[src/rtl/bennett_phase_monitor_if.sv]
`default_nettype none
// ============================================================================
// Module   : bennett_phase_monitor_if
// Brief    : Phase-rail bundle from the Bennett clock generator to its monitor.
// Revision : 1.0 - initial release
// ============================================================================
interface bennett_phase_monitor_if #(
  parameter int WIDTH = 13
);
  logic [WIDTH-1:0] clkpos;
  logic [WIDTH-1:0] clkneg;
  logic             instFlag;

  modport master (output clkpos, output clkneg, output instFlag);
  modport slave  (input  clkpos, input  clkneg, input  instFlag);
endinterface
`default_nettype wire

[src/rtl/bennett_phase_monitor.sv]
`default_nettype none
// ============================================================================
// Module   : bennett_phase_monitor
// Brief    : Tracks charge/plateau/discharge of the Bennett phase rails, emits
//            capture/done strobes and latches the first sequencing error.
//            Optional stall timeout: define BENNETT_MON_TIMEOUT_EN.
// Revision : 1.0 - initial release
// ============================================================================
module bennett_phase_monitor #(
  parameter  int WIDTH   = 13,
  parameter  int TIMEOUT = 64,
  localparam int LW      = $clog2(WIDTH + 1)
) (
  input  wire logic              clk,
  input  wire logic              reset,
  bennett_phase_monitor_if.slave rails,
  input  wire logic              clear_err,
  output logic [2:0]             phase,
  output logic [LW-1:0]          level,
  output logic                   capture_pulse,
  output logic                   done_pulse,
  output logic                   err,
  output logic [2:0]             err_code,
  output logic [15:0]            instr_count
);

  typedef enum logic [2:0] {
    ST_IDLE      = 3'd0,
    ST_CHARGE    = 3'd1,
    ST_PLATEAU   = 3'd2,
    ST_DISCHARGE = 3'd3,
    ST_ERROR     = 3'd4
  } state_t;

  localparam logic [WIDTH-1:0] C_ONE     = WIDTH'(1);
  localparam logic [LW:0]      C_STEP    = (LW + 1)'(1);
  localparam logic [LW-1:0]    C_FULL    = LW'(WIDTH);
  localparam logic [LW-1:0]    C_FULL_M1 = LW'(WIDTH - 1);

  state_t         state_q, state_d;
  logic [LW-1:0]  level_q, level_d;
  logic           armed_q, armed_d;
  logic           synced_q, synced_d;
  logic           capture_q, capture_d;
  logic           done_q, done_d;
  logic           err_q, err_d;
  logic [2:0]     err_code_q, err_code_d;
  logic [15:0]    instr_count_q, instr_count_d;

  logic [LW-1:0]  w_lvl;
  logic           w_comp_ok, w_therm_ok, w_valid;
  logic           w_same, w_up, w_down;
  logic           w_timeout;
  logic [2:0]     w_code;

  assign w_comp_ok  = (rails.clkneg == ~rails.clkpos);
  // A thermometer code has no set bit above a clear one: x & (x+1) == 0.
  assign w_therm_ok = ((rails.clkpos & (rails.clkpos + C_ONE)) == '0);
  assign w_valid    = w_comp_ok && w_therm_ok;

  always_comb begin
    w_lvl = '0;
    for (int i = 0; i < WIDTH; i++) begin
      w_lvl = w_lvl + LW'(rails.clkpos[i]);
    end
  end

  assign w_same = (w_lvl == level_q);
  assign w_up   = ({1'b0, w_lvl} == {1'b0, level_q} + C_STEP);
  assign w_down = ({1'b0, w_lvl} + C_STEP == {1'b0, level_q});

`ifdef BENNETT_MON_TIMEOUT_EN
  localparam int SW = $clog2(TIMEOUT + 1);
  logic [SW-1:0] stall_q, stall_d;
  logic          w_timed;

  assign w_timed = (state_q == ST_CHARGE) || (state_q == ST_DISCHARGE);

  always_comb begin
    stall_d   = '0;
    w_timeout = 1'b0;
    if (synced_q && w_timed && w_valid && w_same) begin
      stall_d   = stall_q + SW'(1);
      w_timeout = (int'(stall_q) + 1 >= TIMEOUT);
    end
  end

  always_ff @(posedge clk) begin
    if (reset) stall_q <= '0;
    else       stall_q <= stall_d;
  end
`else
  assign w_timeout = 1'b0;
`endif

  // Lowest code wins when several faults show up in one sample.
  always_comb begin
    w_code = 3'd0;
    if (!w_comp_ok)                                                 w_code = 3'd1;
    else if (!w_therm_ok)                                           w_code = 3'd2;
    else if (!(w_same || w_up || w_down))                           w_code = 3'd3;
    else if ((state_q == ST_CHARGE && w_down) ||
             (state_q == ST_DISCHARGE && w_up))                     w_code = 3'd4;
    else if (state_q == ST_IDLE && w_up && !(armed_q || rails.instFlag)) w_code = 3'd5;
    else if (w_timeout)                                             w_code = 3'd6;
    else if (rails.instFlag && state_q != ST_IDLE)                  w_code = 3'd7;
  end

  always_comb begin
    state_d       = state_q;
    level_d       = level_q;
    armed_d       = armed_q;
    synced_d      = synced_q;
    capture_d     = 1'b0;
    done_d        = 1'b0;
    err_d         = err_q;
    err_code_d    = err_code_q;
    instr_count_d = instr_count_q;

    if (!synced_q) begin
      if (w_valid && w_lvl == '0) synced_d = 1'b1;
    end else if (state_q == ST_ERROR) begin
      if (clear_err && w_valid && w_lvl == '0) begin
        state_d    = ST_IDLE;
        level_d    = '0;
        armed_d    = 1'b0;
        err_d      = 1'b0;
        err_code_d = 3'd0;
      end
    end else if (w_code != 3'd0) begin
      state_d    = ST_ERROR;
      armed_d    = 1'b0;
      err_d      = 1'b0 | 1'b1;
      err_code_d = w_code;
    end else begin
      level_d = w_lvl;
      case (state_q)
        ST_IDLE: begin
          if (w_up) begin
            state_d = ST_CHARGE;
            armed_d = 1'b0;
          end else begin
            armed_d = armed_q || rails.instFlag;
          end
        end
        ST_CHARGE: begin
          if (w_lvl == C_FULL) begin
            state_d   = ST_PLATEAU;
            capture_d = 1'b1;
          end
        end
        ST_PLATEAU: begin
          if (w_lvl == C_FULL_M1) state_d = ST_DISCHARGE;
        end
        ST_DISCHARGE: begin
          if (w_lvl == '0) begin
            state_d       = ST_IDLE;
            done_d        = 1'b1;
            instr_count_d = instr_count_q + 16'd1;
          end
        end
        default: state_d = ST_ERROR;
      endcase
    end
  end

  always_ff @(posedge clk) begin
    if (reset) begin
      state_q       <= ST_IDLE;
      level_q       <= '0;
      armed_q       <= 1'b0;
      synced_q      <= 1'b0;
      capture_q     <= 1'b0;
      done_q        <= 1'b0;
      err_q         <= 1'b0;
      err_code_q    <= 3'd0;
      instr_count_q <= 16'd0;
    end else begin
      state_q       <= state_d;
      level_q       <= level_d;
      armed_q       <= armed_d;
      synced_q      <= synced_d;
      capture_q     <= capture_d;
      done_q        <= done_d;
      err_q         <= err_d;
      err_code_q    <= err_code_d;
      instr_count_q <= instr_count_d;
    end
  end

  assign phase         = state_q;
  assign level         = level_q;
  assign capture_pulse = capture_q;
  assign done_pulse    = done_q;
  assign err           = err_q;
  assign err_code      = err_code_q;
  assign instr_count   = instr_count_q;

endmodule
`default_nettype wire

[src/flat_wrapper.sv]
// flat-port wrapper written by rule: the top's interface ports become plain ports
module bennett_phase_monitor_flat 
#(
  parameter  int WIDTH   = 13,
  parameter  int TIMEOUT = 64,
  localparam int LW      = $clog2(WIDTH + 1)
)
  (clk, reset, clear_err, phase, level, capture_pulse, done_pulse, err, err_code, instr_count, rails_clkpos, rails_clkneg, rails_instFlag);
  bennett_phase_monitor_if #(.WIDTH(WIDTH)) rails_i ();
  input  wire logic clk;
  input  wire logic reset;
  input  wire logic clear_err;
  output logic [2:0] phase;
  output logic [LW-1:0] level;
  output logic capture_pulse;
  output logic done_pulse;
  output logic err;
  output logic [2:0] err_code;
  output logic [15:0] instr_count;
  input wire logic [$bits(rails_i.clkpos)-1:0] rails_clkpos;
  input wire logic [$bits(rails_i.clkneg)-1:0] rails_clkneg;
  input wire logic [$bits(rails_i.instFlag)-1:0] rails_instFlag;
  assign rails_i.clkpos = rails_clkpos;
  assign rails_i.clkneg = rails_clkneg;
  assign rails_i.instFlag = rails_instFlag;
  bennett_phase_monitor #(.WIDTH(WIDTH), .TIMEOUT(TIMEOUT)) u_core (.clk(clk), .reset(reset), .rails(rails_i), .clear_err(clear_err), .phase(phase), .level(level), .capture_pulse(capture_pulse), .done_pulse(done_pulse), .err(err), .err_code(err_code), .instr_count(instr_count));
endmodule
[config.mk]
export PLATFORM = sky130hd
export DESIGN_NAME = bennett_phase_monitor_flat
export DESIGN_NICKNAME = d
export VERILOG_FILES = /design/src/rtl/bennett_phase_monitor_if.sv /design/src/rtl/bennett_phase_monitor.sv /design/src/flat_wrapper.sv
export SDC_FILE = /design/constraint.sdc
export NUM_CORES = 1
export LEC_CHECK = 0
export CAP_MARGIN = 10
export CORE_UTILIZATION = 40
export DETAILED_ROUTE_END_ITERATION = 12
export PLACE_DENSITY = 0.65
export SYNTH_ARGS = -nofsm -noshare
export SYNTH_HDL_FRONTEND = slang
export SYNTH_SLANG_ARGS = --single-unit
[constraint.sdc]
create_clock -name clk -period 8.9 [get_ports clk]
set_input_delay 2.225 -clock clk [delete_from_list [all_inputs] [get_ports clk]]
set_output_delay 2.225 -clock clk [all_outputs]
set_load 0.05 [all_outputs]
==> results of run 1 <==
per-stage QoR:
stage,instances,cell area [um^2],power (mW),setup slack [ns],hold WS [ns]
finish,484,3528,0.7820,0.7553,0.4771
detailed placement,477,3441,0.6589,0.5596,0.4530
floorplan,336,2805,0.5809,1.561,0.4845
global placement,477,3441,0.6517,0.5764,0.4628
global route,484,3528,0.8391,0.4305,0.4786
CTS,484,3528,0.7799,0.8413,0.4668
worst paths after layout:
check,end,slack [ns],from
worst min-delay path,u_core.err_code[2],0.48,u_core.err_code[2]
worst max register to register,u_core.level[1],5.90,u_core.level[3]
worst max-delay path,u_core.level[1],0.76,rails_clkpos[0]
worst min register to register,u_core.err_code[2],0.48,u_core.err_code[2]
layout make-up:
class | count | area, um^2
fill | 669 | 3266
multi-input combinational | 265 | 2007
sequential | 31 | 620.6
timing repair buffer | 61 | 603.1
tap | 96 | 120.1
inverter | 24 | 90.09
clock buffer | 6 | 82.58
clock inverter | 1 | 5.005
routing by layer:
metal | track usage [%] | wire length [um] | share of wire [%]
met1 | 31.16 | 3774 | 50
met3 | 3.657 | 387 | 5.1
met4 | 4.848 | 81 | 1.1
met5 | 0 | 0 | 0
met2 | 32.15 | 3337 | 44
state kept, by name (all words and copies together), names as in the netlist:
name and count:
u_core.level 4, u_core.done_pulse 1, u_core.phase 3, u_core.armed_q 1
u_core.err 1, u_core.instr_count 16, u_core.err_code 3, u_core.synced_q 1
u_core.capture_pulse 1
placed cells by master, fill, tap and decap left out, types with 3 or more instances in the layout:
cell type / count
clkdlybuf4s50_1: 58
dfxtp_1: 31
inv_1: 24
nand3_1: 19
xnor2_1: 19
nand2_1: 18
nand4_1: 17
nor2_1: 16
ha_1: 13
a21oi_1: 12
nor2b_1: 11
or2_2: 11
nor3_1: 10
nor4_1: 10
o41ai_1: 10
and3_1: 9
fa_1: 7
o211ai_1: 6
o311ai_1: 6
clkbuf_8: 6
or3_1: 5
and2_1: 4
o311ai_0: 4
xor2_1: 3
o21ai_0: 3
o31ai_1: 3
o21a_1: 3
buf_4: 3
worst max-delay path: stages:
cell,delay (ns)
clkdlybuf4s50_1,0.53
inv_1,0.06
ha_1,0.31
fa_1,0.48
inv_1,0.05
fa_1,0.49
inv_1,0.05
fa_1,0.44
fa_1,0.49
inv_1,0.04
ha_1,0.20
fa_1,0.63
inv_1,0.12
nor3_1,0.33
xnor3_1,0.43
nand4_1,0.15
nand3_1,0.32
buf_4,0.31
nor3_1,0.45
o211ai_1,0.17
report_power, final:
group          total [mW]  internal, mW  switching (mW)  leakage [nW]
sequential          0.139         0.139    0.0000000889         0.250
combinational       0.523         0.198           0.325         0.966
clock               0.120        0.0608          0.0594        0.0470
total               0.782         0.398           0.384          1.26
cell families (layout without fill, tap and decap cells):
group | count (synthesis) | in the layout | share of synthesized area, %
AO/OA/AOI/OAI | 67 | 67 | 18.78
XOR/XNOR | 25 | 25 | 9.099
adder cells (fa/ha/maj) | 20 | 20 | 10.79
buffers and inverters | 40 | 92 | 6.334
flip-flops | 31 | 31 | 22.12
multiplexers | 5 | 5 | 2.141
AND/OR/NAND/NOR | 148 | 148 | 30.73
==> summary.txt, run 1 <==
Detailed routing
  – WL final: 7581 um
  – Wire per inst: 15.66 um
  – Vias: 2805
  – Pre-Repair DR Iteration Count: 4
  – Vias per inst: 5.795
  – DR iter-0 viols: 225
  – Post-route ant nets: 0
  – Drt drc: 0

Timing
  – Setup-failing EPs final: 0
  – Final Critical Period: 8.145 ns
  – Final Cycle Share: 91.51%
  – F_max: 122.8 MHz
  – Max-slew violations: 0
  – Setup tns final: 0 ns
  – Slew headroom: 30.37%
  – Final worst clock skew: 0.01736 ns
  – RSZ-0062 raised after global routing: no
  – Worst Tran Pin Value: 1.041 ns
  – Hold Fails Final Rpt: 0

Yosys
  – #FFs+latches synth: 31
  – YS warnings: 0
  – Post-synth top cells: dfxtp_1, inv_1, nand3_1, xnor2_1, nand2_1
  – Post-synth top area share: 22.12%
  – Mapped Avg Cell Area: 8.349 um^2
  – Yosys cell types: 66
  – Synth async-reset ratio: 0%
  – Net Count, Synth: 386
  – Synth area leaders: dfxtp_1, xnor2_1, ha_1, fa_1, nand4_1
  – Seq/Total Area, Yosys: 22.12%
  – Post-Syn Area: 2805 um^2
  – Number of enable flip-flop cells after synthesis: 0
  – Cell accounting for the most synthesized area: dfxtp_1
  – Most frequent cell after synthesis: dfxtp_1
  – Post-Synthesis Cells: 336
  – Ys flop type: dfxtp_1

Worst setup path
  – CP Launch Type: input port
  – Crit-path max FO: 11
  – R2r worst-path depth: 7
  – Endpoint type of the worst setup path: register
  – Req. time, crit path: 9.05 ns
  – Worst path arrival time: 8.30 ns
  – Crit Path Category: input port to register

Floorplanning
  – Chip height: 85.75 um
  – Rows: 30
  – I/O Pins: 59
  – Die width: 85.75 um
  – Core area: 6794 um^2
  – Die area: 7352 um^2
  – Starting Density: 41.29%

Final layout
  – Final Net Count: 438
  – Final core utilization: 51.93%
  – Antenna diodes: 0
  – Proportion of layout cells with a drive suffix above 1: 9.278%
  – P&R area growth vs syn: 25.78%

GRT
  – Number of global-route vias before repair: 2504
  – Tot GR Track Use: 21.17%
  – Largest net degree at the start of global routing: 32
  – Antenna violations before repair: 0
  – GRT overflow: 0
  – First-pass GRT wire length: 12400 um

Clock network
  – Clock transition at the registers of the reported paths: 0.06 ns
  – Post-CTS setup buffer count: 0
  – # H-tree levels: 2
  – Clock root cell: clkbuf_8
  – Clock Path Buffers: 2
  – Worst-Skew Late Latency: 0.30 ns
  – Post-CTS resize count: 0
  – CTS tree: built
  – Hold_buf cts: 0
  – Num CTS Buffers: 5
  – Clock sinks: 31

Placement
  – Detailed-placement wirelength estimate: 5684 um
  – Gpl congestion: 0.8702
  – Port buffer count: 58

Min path
  – Worst Hold Class: register to register
  – Hold Crit Depth: 2

Power and ir drop
  – Pwr per Cell Area: 221.6 nW/um^2
  – VDD IR max: 0.08983 mV
  – Leakage: 1.263 nW

Run
  – Max-cap violations: 0

Status
  – Status: complete, no violations
Note: power is estimated with default switching activity, not from simulation.
==> run 2: changes to the inputs <==
Settings changed: CORE_ASPECT_RATIO set to 1.2.
==> summary.txt, run 2 (synthesis gave the netlist of run 1 again) <==
Final layout
  – Most frequent cells in the layout: clkdlybuf4s50_1, dfxtp_1, inv_1
  – P&R area growth vs syn: 25.38%
  – Most common cell after layout, fill and taps aside: clkdlybuf4s50_1
  – Final Non-Filler Cells: 475 (-1.9%)
  – Largest register FFs: 16 (unchanged)
  – FILL cells: 688 (+2.8%)
  – Final core utilization: 51.63% (-0.31 points)
  – Final Net Count: 438 (unchanged)
  – Antenna diodes: 0 (unchanged)
  – Proportion of layout cells with a drive suffix above 1: 9.278% (unchanged)

Power and ir drop
  – Total chip power: 752.8 uW (-3.7%)
  – Leakage: 1.264 nW (about the same)
  – VDD IR max: 0.1735 mV (+93%)
  – Pwr per Cell Area: 214.0 nW/um^2 (-3.4%)

Worst setup path
  – Flop-to-flop setup slack: 5.87 ns (-0.03 ns)
  – CP Launch Type: input port
  – Endpoint type of the worst setup path: register
  – Crit Path Category: input port to register
  – Reg2reg end: u_core.level[3]
  – Crit-path max FO: 29 (+18)
  – R2r worst-path depth: 6 (-1)
  – RR Startpoint: u_core.level[3]
  – Worst path arrival time: 8.33 ns (+0.03 ns)
  – Req. time, crit path: 9.07 ns (+0.02 ns)

Placement
  – Gpl congestion: 0.8532 (-2.0%)
  – DP Cell Count: 468 (-1.9%)
  – Port buffer count: 58 (unchanged)
  – Detailed-placement wirelength estimate: 5677 um (-0.13%)

Floorplanning
  – Starting Density: 41.18% (-0.11 points)
  – Die area: 7353 um^2 (about the same)
  – Die width: 78.45 um (-8.5%)
  – I/O Pins: 59 (unchanged)
  – Core area: 6813 um^2 (+0.28%)
  – Chip height: 93.74 um (+9.3%)
  – Rows: 33 (+10%)

Clock network
  – Num CTS Buffers: 5 (unchanged)
  – Clock Path Buffers: 2 (unchanged)
  – Clock sinks: 31 (unchanged)
  – Post-CTS resize count: 0 (unchanged)
  – # H-tree levels: 2 (unchanged)
  – Clock root cell: clkbuf_8
  – CTS tree: built
  – Clock transition at the registers of the reported paths: 0.07 ns (about the same)
  – Post-CTS setup buffer count: 0 (unchanged)
  – Hold_buf cts: 0 (unchanged)
  – Worst-Skew Late Latency: 0.29 ns (about the same)

Min path
  – Worst Hold Class: register to register
  – Hold path start: u_core.err_code[1]
  – Hold endpoint: u_core.err_code[1]
  – Hold Crit Depth: 2 (unchanged)

GRT
  – Antenna violations before repair: 0 (unchanged)
  – GRT overflow: 0 (unchanged)
  – Largest net degree at the start of global routing: 32 (unchanged)
  – Tot GR Track Use: 21.05% (-0.12 points)
  – Number of global-route vias before repair: 2506 (+0.080%)
  – First-pass GRT wire length: 12190 um (-1.7%)

Timing
  – F_max: 122.6 MHz (-0.18%)
  – Worst Tran Pin Value: 1.054 ns (+0.01307 ns)
  – Final Critical Period: 8.160 ns (+0.01505 ns)
  – Max-slew violations: 0 (unchanged)
  – Setup-failing EPs final: 0 (unchanged)
  – Final worst clock skew: 0.009915 ns (-0.007446 ns)
  – RSZ-0062 raised after global routing: no
  – Final Cycle Share: 91.68% (+0.17 points)
  – Slew headroom: 29.72% (-0.65 points)
  – Setup tns final: 0 ns (unchanged)
  – Hold Fails Final Rpt: 0 (unchanged)

Detailed routing
  – DR iter-0 viols: 108 (-52%)
  – WL final: 7248 um (-4.4%)
  – Vias per inst: 5.764 (-0.54%)
  – Pre-Repair DR Iteration Count: 6 (+2)
  – Vias: 2738 (-2.4%)
  – Wire per inst: 15.26 um (-2.6%)
  – Post-route ant nets: 0 (unchanged)
  – Drt drc: 0 (unchanged)

Run
  – Max-cap violations: 0 (unchanged)

Status
  – Status: complete, no violations
[run 2: how the worst max path moves through the flow]
stage                          from                     end  cells past startpoint
floorplan           rails_clkpos[0]  u_core.instr_count[14]                     19
global placement    rails_clkpos[0]         u_core.level[3]                     19
detailed placement  rails_clkpos[0]  u_core.instr_count[14]                     19
CTS                 rails_clkpos[0]  u_core.instr_count[14]                     19
global route        rails_clkpos[0]         u_core.level[3]                     19
finish              rails_clkpos[0]  u_core.instr_count[14]                     19
[run 2: per-stage QoR]
stage / cell area (um^2) / worst slack [ns] / hold WS, ns
finish: 3517 / 0.7403 / 0.4692
global route: 3517 / 0.3645 / 0.4906
CTS: 3517 / 0.7088 / 0.4737
detailed placement: 3430 / 0.4102 / 0.4583
global placement: 3430 / 0.4839 / 0.4506
floorplan: 2805 / 1.561 / 0.4845
[run 2: report_power, final]
part | switching (mW) | total [mW] | internal, mW
logic | 0.311 | 0.499 | 0.187
registers | 0.0000000849 | 0.139 | 0.139
clock network | 0.0546 | 0.115 | 0.0607
[run 2: layout make-up]
type                       instances  area (um^2)  share of cell area [%]
sequential                        31        620.6                   17.64
clock inverter                     1        5.005                  0.1423
inverter                          24        90.09                   2.561
multi-input combinational        265         2007                   57.06
clock buffer                       6        82.58                   2.348
tap                               87        108.9                   3.095
timing repair buffer              61        603.1                   17.15
[run 2: critical path, stage by stage]
cell             delay (ns)
clkdlybuf4s50_1        0.54
inv_1                  0.06
ha_1                   0.30
fa_1                   0.48
inv_1                  0.05
fa_1                   0.49
inv_1                  0.05
fa_1                   0.44
fa_1                   0.49
inv_1                  0.04
ha_1                   0.20
fa_1                   0.44
xnor2_2                0.41
mux2_4                 0.35
a311oi_4               0.29
a22oi_2                0.17
and2_1                 0.52
nor4b_2                0.42
mux2_1                 0.36
[run 2: routing by layer]
metal / up-vias / wire, um / GRT usage, %
met5: - / 0 / 0
met4: 0 / 67 / 4.012
met3: 5 / 334 / 3.301
met2: 86 / 3625 / 36.26
met1: 1285 / 3220 / 27.76
li1: 1362 / - / -
==> run 3: changes to the inputs <==
Settings changed: HOLD_SLACK_MARGIN set to 0.06.
==> results of run 3 <==
Same layout as run 2: the final DEF is identical, and so are final timing and power.
